## src/rtl/lpf_channel_scheduler.sv

```systemverilog
// Round-robin scheduler sharing one moving-average filter datapath between several
// channels: grant, issue to the filter, wait out its latency, return the tagged result.
module lpf_channel_scheduler #(
    parameter int data_width     = 16,
    parameter int num_channels   = 2,
    parameter int chan_bits      = 1,
    parameter int filter_latency = 1
) (
    input  logic                               clk,
    input  logic                               reset,
    input  logic [num_channels-1:0]            in_valid,
    input  logic [num_channels*data_width-1:0] in_data,
    output logic [num_channels-1:0]            in_ready,
    output logic                               filt_enable,
    output logic [data_width-1:0]              filt_sample_in,
    output logic [chan_bits-1:0]               filt_chan,
    input  logic [data_width-1:0]              filt_sample_out,
    output logic                               out_valid,
    output logic [chan_bits-1:0]               out_chan,
    output logic [data_width-1:0]              out_data,
    output logic                               busy
);
    localparam int cnt_bits = $clog2(filter_latency + 1);
    localparam logic [chan_bits-1:0] last_chan = chan_bits'(num_channels - 1);

    typedef enum logic [1:0] {IDLE, ISSUE, WAIT, CAPTURE} state_t;

    state_t                state;
    logic [chan_bits-1:0]  rr_ptr;
    logic [chan_bits-1:0]  grant_chan;
    logic [data_width-1:0] grant_data;
    logic                  grant_found;
    logic                  accept;
    logic [cnt_bits-1:0]   wait_cnt;
    int                    cand;

    // Search from rr_ptr upward with wrap; the first pending channel wins.
    always_comb begin
        grant_found = 1'b0;
        grant_chan  = '0;
        grant_data  = '0;
        in_ready    = '0;
        cand        = 0;
        for (int k = 0; k < num_channels; k++) begin
            cand = int'(rr_ptr) + k;
            if (cand >= num_channels) begin
                cand = cand - num_channels;
            end
            for (int i = 0; i < num_channels; i++) begin
                if (!grant_found && (i == cand) && in_valid[i]) begin
                    grant_found = 1'b1;
                    grant_chan  = chan_bits'(i);
                    grant_data  = in_data[i*data_width +: data_width];
                    if (state == IDLE && !reset) begin
                        in_ready[i] = 1'b1;
                    end
                end
            end
        end
    end

    assign accept = |in_ready;
    assign busy   = (state != IDLE);

    always_ff @(posedge clk) begin
        if (reset) begin
            state          <= IDLE;
            rr_ptr         <= '0;
            wait_cnt       <= '0;
            filt_enable    <= 1'b0;
            filt_sample_in <= '0;
            filt_chan      <= '0;
            out_valid      <= 1'b0;
            out_chan       <= '0;
            out_data       <= '0;
        end else begin
            filt_enable <= 1'b0;
            out_valid   <= 1'b0;
            case (state)
                IDLE: begin
                    if (accept) begin
                        filt_sample_in <= grant_data;
                        filt_chan      <= grant_chan;
                        filt_enable    <= 1'b1;
                        state          <= ISSUE;
                    end
                end
                ISSUE: begin
                    wait_cnt <= cnt_bits'(filter_latency);
                    state    <= WAIT;
                end
                WAIT: begin
                    // The filter result is valid in the cycle the count shows 1.
                    if (wait_cnt == cnt_bits'(1)) begin
                        out_data  <= filt_sample_out;
                        out_chan  <= filt_chan;
                        out_valid <= 1'b1;
                        state     <= CAPTURE;
                    end else begin
                        wait_cnt <= wait_cnt - cnt_bits'(1);
                    end
                end
                CAPTURE: begin
                    rr_ptr <= (filt_chan == last_chan) ? '0 : filt_chan + chan_bits'(1);
                    state  <= IDLE;
                end
                default: state <= IDLE;
            endcase
        end
    end
endmodule

```

## config.mk

```make
export PLATFORM = sky130hd
export DESIGN_NAME = lpf_channel_scheduler
export DESIGN_NICKNAME = d
export VERILOG_FILES = /design/src/rtl/lpf_channel_scheduler.sv
export SDC_FILE = /design/constraint.sdc
export NUM_CORES = 1
export LEC_CHECK = 0
export CAP_MARGIN = 40
export CORE_MARGIN = 8
export CORE_UTILIZATION = 38
export CTS_CLUSTER_SIZE = 20
export DETAILED_ROUTE_END_ITERATION = 16
export PLACE_DENSITY = 0.87
export RECOVER_POWER = 50
export SKIP_LAST_GASP = 1
export SLEW_MARGIN = 0
export SYNTH_ARGS = -nofsm -noshare
export SYNTH_HDL_FRONTEND = slang
export SYNTH_SLANG_ARGS = --single-unit
```

## constraint.sdc

```tcl
create_clock -name clk -period 1.55 [get_ports clk]
set_input_delay 0.2325 -clock clk [delete_from_list [all_inputs] [get_ports clk]]
set_output_delay 0.2325 -clock clk [all_outputs]
set_load 0.01 [all_outputs]
```

# Word-level counts from Yosys, hierarchy flattened
# Index checks and enable logic that the tools add are counted.
# op_classes
mux	27
order_cmp	2
add_sub_neg	5
n_bitwise	2
reduce_logical	23
n_eq_ne	7
# ops
operator	count
2-bit by 32-bit equality test with 1-bit output (first input constant)	2
32-bit zero test	2
16-bit 2-to-1 mux	4
32-bit 2-to-1 mux	2
1-bit 2-to-1 mux	17
1-bit logical AND	8
2-bit case mux with 4 select lines	1
2-bit AND reduction	3
2-bit OR reduction	3
2-bit equality test (second input constant)	2
1-bit zero test	4
2-bit 2-to-1 mux	2
2-bit inequality test (second input constant)	2
2-bit nonzero test	2
1-bit by 2-bit subtractor with 3-bit output (second input constant)	1
2-bit by 2-bit subtractor with 3-bit output (second input constant)	1
1-bit by 1-bit adder with 2-bit output (second input constant)	1
2-bit by 1-bit equality test with 1-bit output (second input constant)	1
1-bit by 2-bit greater-or-equal comparator with 1-bit output (second input constant)	1
2-bit greater-or-equal comparator (second input constant)	1
2-bit zero test	1
1-bit inverter	2
1-bit case mux with 2 select lines	1
1-bit adder (second input constant)	1
1-bit subtractor (second input constant)	1
# totals
regBits	40
out_inout_bits	39
input_bits	52

# Depth between registers and ports, before layout
# Gate-level depths: netlist of run 1.
# logic_depth
depth_word	20
mapped_depth	7

# Worst setup path after synthesis of run 1
# OpenSTA, ideal clock, no wires.
# synth_path
kind	register to register
from	register state[0]
to	register filt_sample_in[10]
t_required_ps	1414
synth_period_minus_slack_ps	1380
t_arrival_ps	1245
path_slack_ps	170
stages_incl_launch_ff	7
setup_time_ps	136
cell_sequence	dfxtp_1 -> inv_1 -> ha_1 -> nand2b_1 -> nor2_4 -> buf_2 -> a211oi_1
# synth_between
elab_chain_cells	8
# synth_lines
item	line	source
from (decl)	28	state_t state;
from (signal assigned)	67	state <= IDLE;
from (signal assigned)	85	state <= ISSUE;
from (signal assigned)	90	state <= WAIT;
2-bit zero test (*)	54, 79	
1-bit logical AND	54	if (state == IDLE && !reset) begin
1-bit 2-to-1 mux	54	
1-bit 2-to-1 mux	50	if (!grant_found && (i == cand) && in_valid[i]) begin
1-bit 2-to-1 mux	54	
1-bit 2-to-1 mux	50	
2-bit OR reduction	62	assign accept = |in_ready;
2-bit AND reduction (no line) (*)	n/a	
to (signal assigned)	82	filt_sample_in <= grant_data;
to (decl)	15	output logic [data_width-1:0] filt_sample_in,
# Every way passes the cells marked *; elsewhere a longest branch is shown, timed or not.
# A chain may end at the register's enable or synchronous reset.

# Worst setup path in the final report of run 1
# layout_path
from	input port in_valid[0]
to	output port in_ready[0]
# layout_between
elab_chain_cells	10
# layout_lines
item	line	source
from (decl)	11	input logic [num_channels-1:0] in_valid,
1-bit logical AND	50	
1-bit 2-to-1 mux	50	
1-bit zero test	50	
1-bit logical AND (2 in series)	50	
1-bit 2-to-1 mux	50	
1-bit zero test	50	
1-bit logical AND (2 in series)	50	
1-bit 2-to-1 mux (*)	50	
to (decl)	13	output logic [num_channels-1:0] in_ready,
# Marked as above.

==> results of run 1 <==
## critical path: stages
cell	delay, ns
clkdlybuf4s50_1	0.50
a21boi_4	0.18
nor3b_1	0.19
buf_2	0.17
## routing by layer
metal | up-vias | share of wire, % | GRT usage [%]
met5 | - | 0 | 0
met2 | 68 | 49 | 26.1
met1 | 754 | 38 | 14.9
met3 | 2 | 13 | 8.87
li1 | 852 | - | -
met4 | 0 | 0.51 | 4.74
## power groups by stage
stage               Clock, mW  Combinational [mW]  Sequential (mW)
finish                  0.824                1.49             1.36
global route            0.916                1.65             1.39
CTS                     0.860                1.54             1.36
detailed placement          0                1.50             1.38
global placement            0                1.47             1.38
floorplan                   0               0.645             1.46
## final cells by class
cell class	instances	area, um^2
fillers	375	1520
clock inverters	2	35.0
clock buffers	6	72.6
well taps	52	65.1
inverters	5	18.8
multi-input cells	127	773
repair buffers	105	1010
flip-flops and latches	40	801
## per-stage QoR
| step | power, mW | instances |
|---|---|---|
| 2_1_floorplan | 2.11 | 186 |
| 3_3_place_gp | 2.85 | 329 |
| 3_5_place_dp | 2.88 | 329 |
| 4_1_cts | 3.76 | 337 |
| 5_1_grt | 3.96 | 337 |
| 6_report | 3.68 | 337 |
## cells by family (layout without fill, tap and decap cells)
family	count (synthesis)	after routing
compound gates	57	57
flops	40	40
buf+inv	19	118
fa+ha+maj	4	4
simple gates	65	65
mux	1	1
## registers in the layout (all words and copies together) (netlist names)
signal	cells
rr_ptr	1
out_data	16
wait_cnt	1
state	2
filt_enable	1
filt_chan	1
out_valid	1
filt_sample_in	16
out_chan	1
## cells in the final DEF, fill, tap and decap left out, drive strengths merged, types with 4 or more instances in the layout
| cell | count |
|---|---|
| a21oi | 17 |
| inv | 5 |
| clkdlybuf4s50 | 86 |
| a211oi | 19 |
| a32oi | 16 |
| clkbuf | 8 |
| nand2b | 4 |
| nor2 | 23 |
| ha | 4 |
| dfxtp | 40 |
| nand2 | 36 |
| buf | 15 |
## what timing repair did
action | 4_1_cts | 5_1_grt
hold buffers | 0 | 0
gates resized for setup | 14 | 2
endpoints found under the hold margin | 0 | 0
pin swaps | 1 | 0
setup endpoints to repair | 8 | 3
## final timing paths
check	slack [ns]	startpoint	to
setup / recovery	0.04	in_valid[0]	in_ready[0]
setup reg to reg	0.10	state[0]	state[0]
hold reg to reg	0.46	out_data[7]	out_data[7]
hold / removal	0.46	out_data[7]	out_data[7]
==> run_results.csv, run 1 <==
group,metric,value,unit
outcome,status,"finished, final reports clean",
cts,clk_pin_slew,0.07,ns
cts,cts_num_sinks,40,
timing,rsz0062_at_grt,"true",
cts,ctsLongestPathBuffers,2,
worst_setup_path,start_kind,"input port",
global_route,overflow,0,
hold_path,holdPathStages,2,
floorplan,ios,91,
cts,cts_tree,"done",
place,pre_cts_slack,-0.406,ns
route,route.vias.total,1676,
worst_setup_path,crit_path_max_fanout,2,
synth,yosysMostFrequentCell,"dfxtp_1",
synth,synth_ff_type,"dfxtp_1",
timing,whs,0.456,ns
cts,htreeDepth,2,
synth,synth_top_area_share,48.0,%
global_route,grt_pass1_wl,7.87,mm
worst_setup_path,critical_path_class,"input port to primary output",
timing,skew,0.00521,ns
route,wl,4.90,mm
power_and_ir_drop,powerDensity,1330,mW/mm^2
global_route,grt_start_max_net_pins,35,
worst_setup_path,reg2reg_depth,6,
route,dr.pass1.iters,4,
synth,ys_async_sr_fraction,0,%
power_and_ir_drop,combPwrFrac,40.6,%
power_and_ir_drop,p_leak,1.01,nW
timing,fmax,0.663,GHz
route,post_drt_wl_per_cell,14.5,um
place,gp_congestion,0.726,
timing,period_share,97.3,%
power_and_ir_drop,switchingPower,1.15,mW
floorplan,dieArea,0.00676,mm^2
floorplan,dieWidth,82.2,um
synth,syn_area,0.00167,mm^2
synth,syn_inst,186,
cells_and_area,antennaDiodeCount,0,
place,place_hpwl,3.68,mm
global_route,antenna_found_initial,0,
route,drc,0,
synth,synth_top_family_by_area,"compound AO/OA/AOI/OAI gates",
global_route,grt_pass1_vias,1759,
synth,synth_adder_area_share,3.00,%
route,vias_per_cell,4.97,
timing,slew_headroom,72.3,%
power_and_ir_drop,power.share.sequential,37.0,%
place,placed_area,0.00267,mm^2
synth,yosys-top-cells-area,"dfxtp_1, a32oi_1, a211oi_1",
floorplan,coreArea,0.00429,mm^2
timing,tightest_slew,0.414,ns
cells_and_area,drive_above_1_share,11.2,%
synth,avgSynthCellArea,8.96,um^2
route,ant_nets,0,
floorplan,initial_core_util,38.8,%
place,port_buffers,90,
cells_and_area,syn_to_final_growth,66.4,%
run,drv_cap,0,
floorplan,row_count,24,
cts,cts_root_buf,"clkbuf_8",
power_and_ir_drop,p_int,2.53,mW
cells_and_area,num-nets-final,340,
cells_and_area,design_area,0.00277,mm^2
timing,drv_slew,0,
timing,fin_ws,0.0421,ns
synth,synth-compound-area-share,25.8,%
cts,cts_buffers,5,
cts,insertion_delay,0.29,ns
worst_setup_path,critPathArrivalTime,1.28,ns
cells_and_area,utilization,64.6,%
synth,syn-num-nets,242,
synth,synth-edff-count,0,
synth,synth_top_cell_by_area,"dfxtp_1",
route,dr.first_iter.drc_count,102,
synth,synth_seq_area_share,48.0,%
global_route,global_route.usage.total,15.1,%
worst_setup_path,required,1.32,ns
power_and_ir_drop,vdd_drop_max,0.623,mV
hold_path,hp-class,"register to register",
synth,synth_mux_area_share,0.601,%
power_and_ir_drop,switching_share,31.4,%
synth,yosys_warnings,0,
synth,ys_ff_latch,40,
worst_setup_path,crit_path_end_kind,"primary output",
synth,yosys.area_share.simple,16.2,%
synth,synth_cell_types,25,
cts,cts_setup_buffers,0,
timing,hold_violations,0,
floorplan,die_h,82.2,um
timing,tns,0,ns
synth,synth-xor-area-share,0,%
synth,synthTopCellsByCount,"dfxtp_1, nand2_1, nor2_1, a211oi_1, a21oi_1",
power_and_ir_drop,pwr-share-clk,22.4,%
timing,min_period,1.51,ns
timing,finalSetupViolations,0,
(Power assumes the default switching activity.)
==> inputs of run 2 (changes only) <==
--- a/config.mk
+++ b/config.mk
@@ -10,7 +10,7 @@
 export CORE_UTILIZATION = 38
 export CTS_CLUSTER_SIZE = 20
 export DETAILED_ROUTE_END_ITERATION = 16
-export PLACE_DENSITY = 0.87
+export PLACE_DENSITY = 0.79
 export RECOVER_POWER = 50
 export SKIP_LAST_GASP = 1
 export SLEW_MARGIN = 0
==> run_results.csv, run 2 (synthesis results as in run 1) <==
group,metric,value,unit
outcome,status,"finished, final reports clean",
route,dr.pass1.iters,4,
place,gp_congestion,0.759,
worst_setup_path,r2r_start,"state[0]",
floorplan,dieWidth,82.2,um
floorplan,die_h,82.2,um
cts,cts_num_sinks,40,
worst_setup_path,crit_path_max_fanout,2,
worst_setup_path,critPathSlowestCell,"dlygate4sd3_1",
power_and_ir_drop,p_leak,1.09,nW
worst_setup_path,cp_num_buf_inv,1,
cells_and_area,antennaDiodeCount,0,
global_route,grt_pass1_wl,7.90,mm
route,drc,0,
timing,skew,0.00382,ns
cells_and_area,drive_above_1_share,11.5,%
worst_setup_path,cp_cell_sequence,"dlygate4sd3_1",
global_route,grt_start_max_net_pins,33,
cells_and_area,syn_to_final_growth,66.7,%
floorplan,dieArea,0.00676,mm^2
timing,fmax,0.677,GHz
floorplan,initial_core_util,38.8,%
timing,drv_slew,0,
cts,insertion_delay,0.29,ns
hold_path,hp-class,"register to register",
timing,finalSetupViolations,0,
place,port_buffers,90,
worst_setup_path,cp-startpoint,"filt_sample_in[14]",
run,drv_cap,0,
cts,clk_pin_slew,0.07,ns
timing,tightest_slew,0.652,ns
worst_setup_path,crit_path_end_kind,"primary output",
power_and_ir_drop,combPwrFrac,40.1,%
place,place_hpwl,3.74,mm
power_and_ir_drop,powerDensity,1320,mW/mm^2
route,wl,4.96,mm
worst_setup_path,start_kind,"register",
hold_path,min_from,"out_data[0]",
global_route,grt_pass1_vias,1770,
floorplan,row_count,24,
floorplan,ios,91,
worst_setup_path,required,1.32,ns
timing,hold_violations,0,
power_and_ir_drop,power.share.sequential,37.2,%
power_and_ir_drop,switching_share,31.6,%
cells_and_area,num-nets-final,341,
power_and_ir_drop,switchingPower,1.15,mW
place,pre_cts_slack,-0.367,ns
global_route,overflow,0,
route,route.vias.total,1706,
power_and_ir_drop,finalPower,3.66,mW
global_route,antenna_found_initial,0,
worst_setup_path,critPathArrivalTime,1.25,ns
cts,cts_setup_buffers,0,
route,dr.first_iter.drc_count,92,
cells_and_area,design_area,0.00278,mm^2
worst_setup_path,crit_family,"buffers and inverters",
worst_setup_path,max_stage_delay,0.62,ns
cts,cts_buffers,5,
cts,cts_root_buf,"clkbuf_8",
worst_setup_path,critical_path_class,"register to primary output",
floorplan,coreArea,0.00429,mm^2
timing,fin_ws,0.0724,ns
cells_and_area,top_regs,"filt_sample_in x16, out_data x16, state x2",
cells_and_area,final_cell_mix,"clkdlybuf4s50_1, dfxtp_1, nand2_1, dlygate4sd3_1, nor2_1",
timing,rsz0062_at_grt,"false",
timing,period_share,95.3,%
power_and_ir_drop,pwr-share-clk,22.6,%
power_and_ir_drop,vdd_drop_max,0.662,mV
route,post_drt_wl_per_cell,14.7,um
power_and_ir_drop,p_int,2.50,mW
cells_and_area,final_common_cell,"clkdlybuf4s50_1",
cts,htreeDepth,2,
cts,ctsLongestPathBuffers,2,
cts,cts_tree,"done",
route,vias_per_cell,5.05,
global_route,global_route.usage.total,14.8,%
timing,slew_headroom,56.5,%
timing,min_period,1.48,ns
route,ant_nets,0,
place,placed_area,0.00268,mm^2
## run 2: changes by cell type in the layout (fill, tap and decap cells not counted), sizes merged
cell,before,now
clkdlybuf4s15,0,1
dlygate4sd2,2,1
clkdlybuf4s50,86,59
buf,15,16
dlygate4sd3,0,27
## run 2: routing by layer
metal	global-route usage [%]	up-vias	routed length (um)	part of all wire, %
met5	0	-	0	0
met4	3.68	0	34	0.69
met3	7.36	4	650	13
met2	24.5	73	2300	46
met1	16.6	773	1980	40
li1	-	856	-	-
## run 2: worst paths after layout
kind | to | slack, ns | depth (start not counted)
min | out_data[0] | 0.45 | 2
max | filt_sample_in[14] | 0.07 | 1
min reg2reg | out_data[0] | 0.45 | 2
max reg2reg | filt_sample_in[4] | 0.14 | 6
## run 2: power groups by stage
stage / Combinational, mW / Sequential, mW / Clock [mW]
after CTS: 1.54 / 1.37 / 0.853
after detailed placement: 1.53 / 1.39 / 0
after global placement: 1.51 / 1.37 / 0
final: 1.47 / 1.36 / 0.828
after global routing: 1.62 / 1.39 / 0.900
after floorplan: 0.645 / 1.46 / 0
## run 2: final cells by class
type,count,area [um^2]
Sequential cell,40,801
Clock inverter,2,35.0
Timing Repair Buffer,106,1020
Fill cell,401,1520
Clock buffer,6,72.6
Inverter,5,18.8
Tap cell,52,65.1
Multi-Input combinational cell,127,768
## run 2: metrics by stage
step,std cells,setup TNS (ns),utilization (%),hold slack [ns]
floorplan,186,0,-,0.368
global placement,330,-3.33,62.4,0.440
detailed placement,330,-3.71,62.4,0.447
CTS,338,0,64.7,0.458
global route,338,0,64.7,0.477
finish,338,0,64.7,0.454
## run 2: repair_timing
item                       4_1_cts  5_1_grt
hold buffers                     0        0
setup endpoints to repair       20        7
gates resized for setup         15        3
pin swaps                        0        0
## run 2: worst min-delay path, cell delays in order (launching register included)
cell     delay, ns
dfxtp_1       0.31
nand2_1       0.05
a21oi_1       0.05
==> inputs of run 3 (changes only) <==
--- a/config.mk
+++ b/config.mk
@@ -6,6 +6,7 @@
 export NUM_CORES = 1
 export LEC_CHECK = 0
 export CAP_MARGIN = 40
+export CORE_ASPECT_RATIO = 0.9
 export CORE_MARGIN = 8
 export CORE_UTILIZATION = 38
 export CTS_CLUSTER_SIZE = 20
==> run_results.csv, run 3 (synthesis results as in run 1) <==
group,metric,value,unit
cells_and_area,num-nets-final,344,
timing,fmax,0.663,GHz
timing,finalSetupViolations,0,
timing,drv_slew,0,
worst_setup_path,crit_family,"buffers and inverters",
worst_setup_path,cp_cell_sequence,"clkdlybuf4s50_1 > buf_4 > buf_4 > nor2_4 > a22o_1 > a211oi_1",
cells_and_area,instances_no_fill,351,
floorplan,die_h,78.8,um
global_route,antenna_found_initial,0,
place,placed_area,0.00270,mm^2
global_route,overflow,0,
route,dr.first_iter.drc_count,47,
timing,min_period,1.51,ns
timing,period_share,97.3,%
worst_setup_path,crit_path_max_fanout,19,
worst_setup_path,cp_num_buf_inv,3,
place,placed_cells,341,
worst_setup_path,crit_path_end_kind,"register",
cells_and_area,n_fill_cell,401,
place,gp_congestion,0.796,
cts,htreeDepth,2,
global_route,grt_use_met2,24.1,%
cells_and_area,final_common_cell,"clkdlybuf4s50_1",
outcome,status,"finished, final reports clean",
floorplan,dieWidth,85.8,um
route,drc,0,
place,place_hpwl,3.71,mm
cells_and_area,design_area,0.00281,mm^2
cells_and_area,utilization,64.6,%
floorplan,row_count,23,
cts,cts_buffers,5,
cts,cts_tree,"done",
cells_and_area,drive_above_1_share,13.8,%
route,vias_per_cell,4.82,
power_and_ir_drop,vdd_drop_max,0.763,mV
power_and_ir_drop,p_leak,1.10,nW
floorplan,coreArea,0.00435,mm^2
timing,hold_violations,0,
cts,cts_num_sinks,40,
worst_setup_path,start_kind,"input port",
cts,cts_hold_buf,0,
route,ant_nets,0,
timing,rsz0062_at_grt,"false",
worst_setup_path,critical_path_class,"input port to register",
worst_setup_path,critPathArrivalTime,1.70,ns
cts,ctsLongestPathBuffers,2,
timing,whs,0.450,ns
run,drv_cap,0,
hold_path,hp-class,"register to register",
floorplan,dieArea,0.00676,mm^2
global_route,grt_start_max_net_pins,32,
place,port_buffers,90,
cells_and_area,top_regs,"filt_sample_in x16, out_data x16, state x2",
floorplan,initial_core_util,38.4,%
global_route,use_met1,15.8,%
timing,skew,0.00575,ns
cells_and_area,syn_to_final_growth,68.4,%
route,dr.pass1.iters,4,
global_route,grt_pass1_vias,1624,
cts,insertion_delay,0.29,ns
worst_setup_path,required,1.74,ns
worst_setup_path,max_stage_delay,0.53,ns
cts,clk_pin_slew,0.08,ns
cts,cts_root_buf,"clkbuf_8",
global_route,met3_usage,5.77,%
timing,slew_headroom,57.4,%
power_and_ir_drop,powerDensity,1270,mW/mm^2
global_route,grt-busiest-layer,"met2",
global_route,grt_pass1_wl,7.78,mm
cells_and_area,antennaDiodeCount,0,
worst_setup_path,critPathSlowestCell,"clkdlybuf4s50_1",
cells_and_area,final_cell_mix,"clkdlybuf4s50_1, dfxtp_1, nand2_1, dlygate4sd3_1, nor2_1",
global_route,global_route.usage.total,14.4,%
route,post_drt_wl_per_cell,14.6,um
route,wl,5.11,mm
floorplan,ios,91,
worst_setup_path,cp_common_cell,"buf_4",
timing,tightest_slew,0.639,ns
route,route.vias.total,1693,
-- run 3: metal layers --
layer / up-vias / part of all wire (%)
met5: - / 0
met4: 0 / 1.1
met3: 7 / 8.8
met2: 65 / 47
met1: 757 / 43
li1: 864 / -
-- run 3: path summary, 6_finish.rpt --
path / startpoint / to / slack [ns] / depth (start not counted)
hold reg to reg: out_data[15] / out_data[15] / 0.45 / 2
setup reg to reg: state[1] / state[0] / 0.15 / 6
setup / recovery: in_valid[1] / state[0] / 0.04 / 6
hold / removal: out_data[15] / out_data[15] / 0.45 / 2
-- run 3: where the power goes --
| part | leakage [nW] | internal, mW | switching [mW] |
|---|---|---|---|
| Clock | 0.0479 | 0.314 | 0.370 |
| Sequential | 0.329 | 1.25 | 0.110 |
| Combinational | 0.726 | 0.814 | 0.720 |
| Total | 1.10 | 2.38 | 1.20 |
-- run 3: stage by stage --
step	setup TNS, ns	total power [mW]	setup WS (ns)
global placement	-5.68	2.91	-0.367
detailed placement	-6.51	2.93	-0.379
finish	0	3.58	0.0423
floorplan	0	2.11	0.170
CTS	-0.0847	3.61	-0.0847
global route	0	3.83	0.000194
-- run 3: worst register-to-register path, cell delays in order, from the launching register on --
cell      delay [ns]
dfxtp_2         0.34
inv_2           0.04
ha_2            0.18
buf_4           0.13
buf_4           0.15
a22o_1          0.23
a211oi_1        0.25
-- run 3: area by class of cell --
cell class / instances / area, um^2 / area share, %
timing repair buffer: 108 / 1040 / 37.1
sequential: 40 / 803 / 28.6
multi-input combinational: 128 / 777 / 27.7
inverter: 5 / 18.8 / 0.669
tap: 62 / 77.6 / 2.76
clock buffer: 5 / 68.8 / 2.45
clock inverter: 3 / 18.8 / 0.669
-- run 3: repair_timing --
item / 4_1_cts / 5_1_grt
cloned: 0 / 1
pin swaps: 0 / 4
hold endpoints to repair: 0 / 0
gates resized for setup: 13 / 6
buffers inserted: 0 / 1
setup endpoints to repair: 22 / 19
==> patch 1 (settings of run 1) <==
Set the parameter `filter_latency` to 2 (it was 1).
--- a/src/rtl/lpf_channel_scheduler.sv
+++ b/src/rtl/lpf_channel_scheduler.sv
@@ -4,7 +4,7 @@
     parameter int data_width     = 16,
     parameter int num_channels   = 2,
     parameter int chan_bits      = 1,
-    parameter int filter_latency = 1
+    parameter int filter_latency = 2
 ) (
     input  logic                               clk,
     input  logic                               reset,
Behaviour: not the same (Yosys sat finds a counterexample within 4 cycles, from zero or initial values and one cycle with reset high).
==> patch 1 against run 1 <==
Routed wire length is 18% higher. Fmax barely moved. First-iteration DRC count decreased by 29%. Final cell count is 5.6% higher. Combinational power rose by 25%. Core utilization fell by 0.76 points. Sequential cell count rose by 1. Cell area increased by 6.5%. Largest cell class unchanged. Setup slack got worse by 0.66 ps. Clock skew is 2.4 ps higher. Clock power is 5.7% higher. Total power rose by 12%. Area after synthesis up 7.4%.
==> patch 1: results (changes against run 1) <==
The run finished with clean final reports. Instance area at placement: 2801 sq um (+4.9%). The count of routing violations after the opening detailed-route iteration is 72 (-29%). By area the synthesized netlist is led by sky130_fd_sc_hd__dfxtp_1 46%, sky130_fd_sc_hd__a32oi_1 7.8%, sky130_fd_sc_hd__a211oi_1 7.5%. On the critical path, the stage with the largest delay is an instance of sky130_fd_sc_hd__clkdlybuf4s50_1.

For the maximum number of pins on one net before global-route repair, the log shows 42 (+20%). The sum of routed wire segments on met1 is 2371 um (+27%), and the worst setup timing slack at the placement stage is -322.1 ps (+83.87 ps). The tools report the final-layout worst hold slack as 452.6 ps (-3.254 ps).

The leakage component of the power is 1.187 nW (+17%). The met3 track demand over resource in global routing was 4.488% (-4.4 points). Cell depth of the worst flop-to-flop path: 7 (+1). The run gives 16.86% (+2.0 points) as the met1 track demand over resource. For the total half-perimeter wirelength after legalization and detailed placement, the log shows 4178 um (+13%).

Reg-to-reg setup timing slack: 80 ps (-20 ps). For hold timing, the worst endpoint is out_data[6]. The share of layout cells above drive strength 1 came out at 13.91% (+2.7 points). The run gives 31 (+24%) as the count of cell types in the netlist.

The first-pass GRT wire length is 9066 um (+15%). In the final layout, the registers with the most flip-flops are filt_sample_in x16, out_data x16. The sequential share of the synthesized area is 45.84% (-2.2 points). The total length of routed met3 wires was 307 um (-50%). The final layout net count was 359 (+5.6%).

The post-route clock skew is 7.588 ps (+2.378 ps), and the post-detailed-routing wire length is 5759 um (+18%). Largest incremental delay on the critical path: 580 ps (+80 ps). The power in the clock group is 0.000871 W (+5.7%), and the detailed-routed wire length on met2 is 2959 um (+24%).

The total via count in the routed design is 1837 (+9.6%), and the number of nets in the synthesized netlist is 254 (+5.0%). In the synthesized netlist, the cells that appear most often are 41 x sky130_fd_sc_hd__dfxtp_1, 36 x sky130_fd_sc_hd__nand2_1, 20 x sky130_fd_sc_hd__nor2_1. The share of power burned in registers is 33.8% (-3.2 points). The worst hold path begins at out_data[6]. The fraction of power spent switching nets is 32.43% (+1.1 points), and the final RePlAce weighted congestion is 0.8234 (+13%). The fraction of registers with async set or reset after synthesis is 0% (unchanged). The logs give 0.0005052 V (-19%) for the largest vdd supply drop and 15.50% (+0.38 points) for the total global-route track usage.
## patch 1: cell families (layout without fill, tap and decap cells)
logic type / count (synthesis) / count (layout) / share of synthesized area, %
AOI/OAI and AO/OA: 61 / 62 / 25.30
and+or+nand+nor: 66 / 66 / 15.86
muxes: 1 / 1 / 0.5591
DFF: 41 / 41 / 45.84
adders and majority gates: 6 / 6 / 4.193
buffers and inverters: 21 / 126 / 8.245
## patch 1: how the worst max path moves through the flow
| stage | cells after the start | from | end | slack, ps |
|---|---|---|---|---|
| final | 1 | filt_chan | filt_chan | 40 |
| after global routing | 6 | state[0] | state[0] | -40 |
| after CTS | 5 | state[1] | busy | 5 |
| after detailed placement | 4 | in_valid[1] | in_ready[0] | -320 |
| after global placement | 4 | in_valid[1] | in_ready[0] | -290 |
| after floorplan | 6 | state[0] | out_data[6] | 140 |
## patch 1: per-stage QoR
step / util (%) / total power (W) / setup TNS, ps / std cells
after floorplan: - / 0.002323 / 0 / 196
after global placement: 60.51 / 0.003117 / -2426 / 344
after detailed placement: 60.51 / 0.003180 / -2960 / 344
after CTS: 63.32 / 0.004113 / 0 / 354
after global routing: 63.81 / 0.004367 / -136.8 / 356
final: 63.81 / 0.004118 / 0 / 356
## patch 1: final cells by class
class / instances / area (sq um)
clock inverter: 1 / 30.03
multi-input combinational: 135 / 838.3
tap: 54 / 67.56
sequential: 41 / 820.8
timing repair buffer: 112 / 1089
clock buffer: 7 / 86.33
fill: 370 / 1675
inverter: 6 / 22.52
## patch 1: repair_timing
item	in CTS	in global routing
resized for setup	10	5
hold buffers	0	0
pin swaps	1	2
endpoints found under the setup margin	3	28
gates cloned	0	1
setup buffers	2	1
==> patch 2 (settings of run 1) <==
Made on the original files. Reset style: asynchronous (`reset`), changed in one clocked block.
--- a/src/rtl/lpf_channel_scheduler.sv
+++ b/src/rtl/lpf_channel_scheduler.sv
@@ -62,7 +62,7 @@
     assign accept = |in_ready;
     assign busy   = (state != IDLE);
 
-    always_ff @(posedge clk) begin
+    always_ff @(posedge clk or posedge reset) begin
         if (reset) begin
             state          <= IDLE;
             rr_ptr         <= '0;
Behaviour: differs if reset is asserted again (counterexample within 4 cycles, from zero or initial values and one cycle with reset high); with reset held inactive, the same outputs for 10 cycles.
==> patch 2 against run 1 <==
The flow now finishes with violations (negative setup slack). Cell area rose by 6.0%. Critical endpoint is now filt_sample_in[12]. Via count fell by 12%. Area after synthesis up 5.0%. First-iteration DRC count is 57% lower. Total power rose by 42%. Sequential power is 32% higher. Sequential cell count unchanged. Highest routed layer unchanged. Setup slack got worse by 110 ps. Routed wire length rose by 4.4%. Largest cell class unchanged.
==> patch 2: results (changes against run 1) <==
The slowest stage of the critical path is the sky130_fd_sc_hd__dfrtp_1 cell. The count of routing violations after the opening detailed-route iteration is 44 (-57%). The average wire length per cell after detail routing was 17.63 um (+21%). In this run the most critical hold path is launched from out_chan.

The fraction of registers with async set or reset after synthesis came out at 100.0% (+100 points). The final RePlAce weighted congestion was 0.7510 (+3.5%). The run gives 186 (-23%) as the number of nets in the synthesized netlist. The final layout net count came out at 294 (-14%). The worst path setup slack after routing is -64.69 ps (-106.8 ps). The final reports fail on negative setup slack.

The cell count after placement is 278 (-16%). The flow ran to the end, but the final reports show violations. The actual transition at the worst max-transition pin was 891.0 ps (+476.6 ps); the worst setup timing slack at the placement stage was -330.0 ps (+75.94 ps).

The first-pass GRT wire length was 8445 um (+7.3%). The total global-route track usage came out at 14.67% (-0.45 points). The cell depth of the worst flop-to-flop path was 7 (+1). The capturing point of the worst reg2reg path is filt_sample_in[12]. The run gives -425.6 ps (-425.6 ps) as the setup TNS after final layout.

For the leakage component of the power, the log shows 1.268 nW (+25%). For the total half-perimeter wirelength after legalization and detailed placement, the log shows 3901 um (+5.9%). The largest incremental delay on the critical path came out at 360 ps (-140 ps).

The path with the worst hold slack has its endpoint at out_chan. The sequential share of the synthesized area is 57.18% (+9.1 points), and the arrival time at the worst endpoint is 1770 ps (+490 ps). The average cell area after synthesis works out to 13.46 sq um (+50%). The tools report the number of setup violations in the final report as 18 (+18). The post-route clock skew is 5.282 ps (+0.07294 ps), and the post-detailed-routing wire length is 5114 um (+4.4%). The commonest cells after synthesis are 40 x sky130_fd_sc_hd__dfrtp_1, 17 x sky130_fd_sc_hd__mux2_2, 15 x sky130_fd_sc_hd__a21boi_0. The share of layout cells above drive strength 1 works out to 23.95% (+13 points). The maximum number of pins on one net before global-route repair was 41 (+17%); the largest vdd supply drop was 0.001161 V (+86%).
==> patch 2: cell count changes in the layout (fill, tap and decap cells not counted), moves of 17 or more <==
| cell | run 1 | this run |
|---|---|---|
| sky130_fd_sc_hd__dfrtp_1 | 0 | 40 |
| sky130_fd_sc_hd__dfxtp_1 | 40 | 0 |
| sky130_fd_sc_hd__nand2_1 | 36 | 3 |
| sky130_fd_sc_hd__nor2_1 | 21 | 2 |
| sky130_fd_sc_hd__a211oi_1 | 18 | 0 |
| sky130_fd_sc_hd__mux2_2 | 0 | 17 |
==> patch 2: how the worst max path moves through the flow <==
stage / start / end / slack (ps)
5_1_grt: state[1] / in_ready[0] / -120
6_report: state[1] / filt_sample_in[12] / -60
3_3_place_gp: reset / in_ready[0] / -300
2_1_floorplan: state[1] / filt_sample_in[0] / -100
3_5_place_dp: reset / in_ready[0] / -330
4_1_cts: state[0] / filt_sample_in[10] / -50
==> patch 2: layout make-up <==
class,instances,area [sq um]
repair buffers,110,1097
fillers,345,1445
inverters,6,22.52
clock inverters,1,5.005
well taps,52,65.06
clock buffers,6,72.57
multi-input cells,75,675.6
flip-flops and latches,40,1001
==> patch 2: repair_timing <==
item | 4_1_cts | 5_1_grt
endpoints found under the setup margin | 8 | 30
setup buffers | 3 | 1
pin swaps | 6 | 6
gates resized for setup | 21 | 5
gates cloned | 1 | 0
==> patch 2: cell families after synthesis <==
family / count (synthesis) / synth area share (%)
adder cells (fa/ha/maj): 4 / 2.859
flip-flops: 40 / 57.18
AO/OA/AOI/OAI: 39 / 18.44
AND/OR/NAND/NOR: 15 / 5.218
multiplexers: 17 / 10.94
buffers and inverters: 15 / 5.360
==> patch 2: per-layer routing <==
metal	GRT usage (%)	part of all wire, %	up-vias
met2	25.05	50	60
met5	0	0	-
met4	2.983	0.68	0
met3	7.324	9.4	4
li1	-	-	687
met1	15.92	39	718
==> patch 2: through the flow <==
stage               hold WS (ps)  power [W]
floorplan                  377.7   0.003059
global placement           475.4   0.004468
detailed placement         480.1   0.004551
CTS                        435.7   0.005306
global route               527.8   0.005615
finish                     491.3   0.005228
==> patch 2: power by group <==
| part | leakage, nW | switching [W] | internal (W) |
|---|---|---|---|
| logic | 0.748 | 0.00105 | 0.00176 |
| clock network | 0.0410 | 0.000324 | 0.000306 |
| registers | 0.479 | 0.000249 | 0.00154 |
| total | 1.27 | 0.00162 | 0.00360 |
==> patch 2: worst max-delay path: cells and delay by family (launching register included) <==
family	cells	cell delay, ps
AO/OA/AOI/OAI	1	340
adder cells (fa/ha/maj)	1	150
buffers and inverters	3	320
flip-flops	1	360
AND/OR/NAND/NOR	2	320
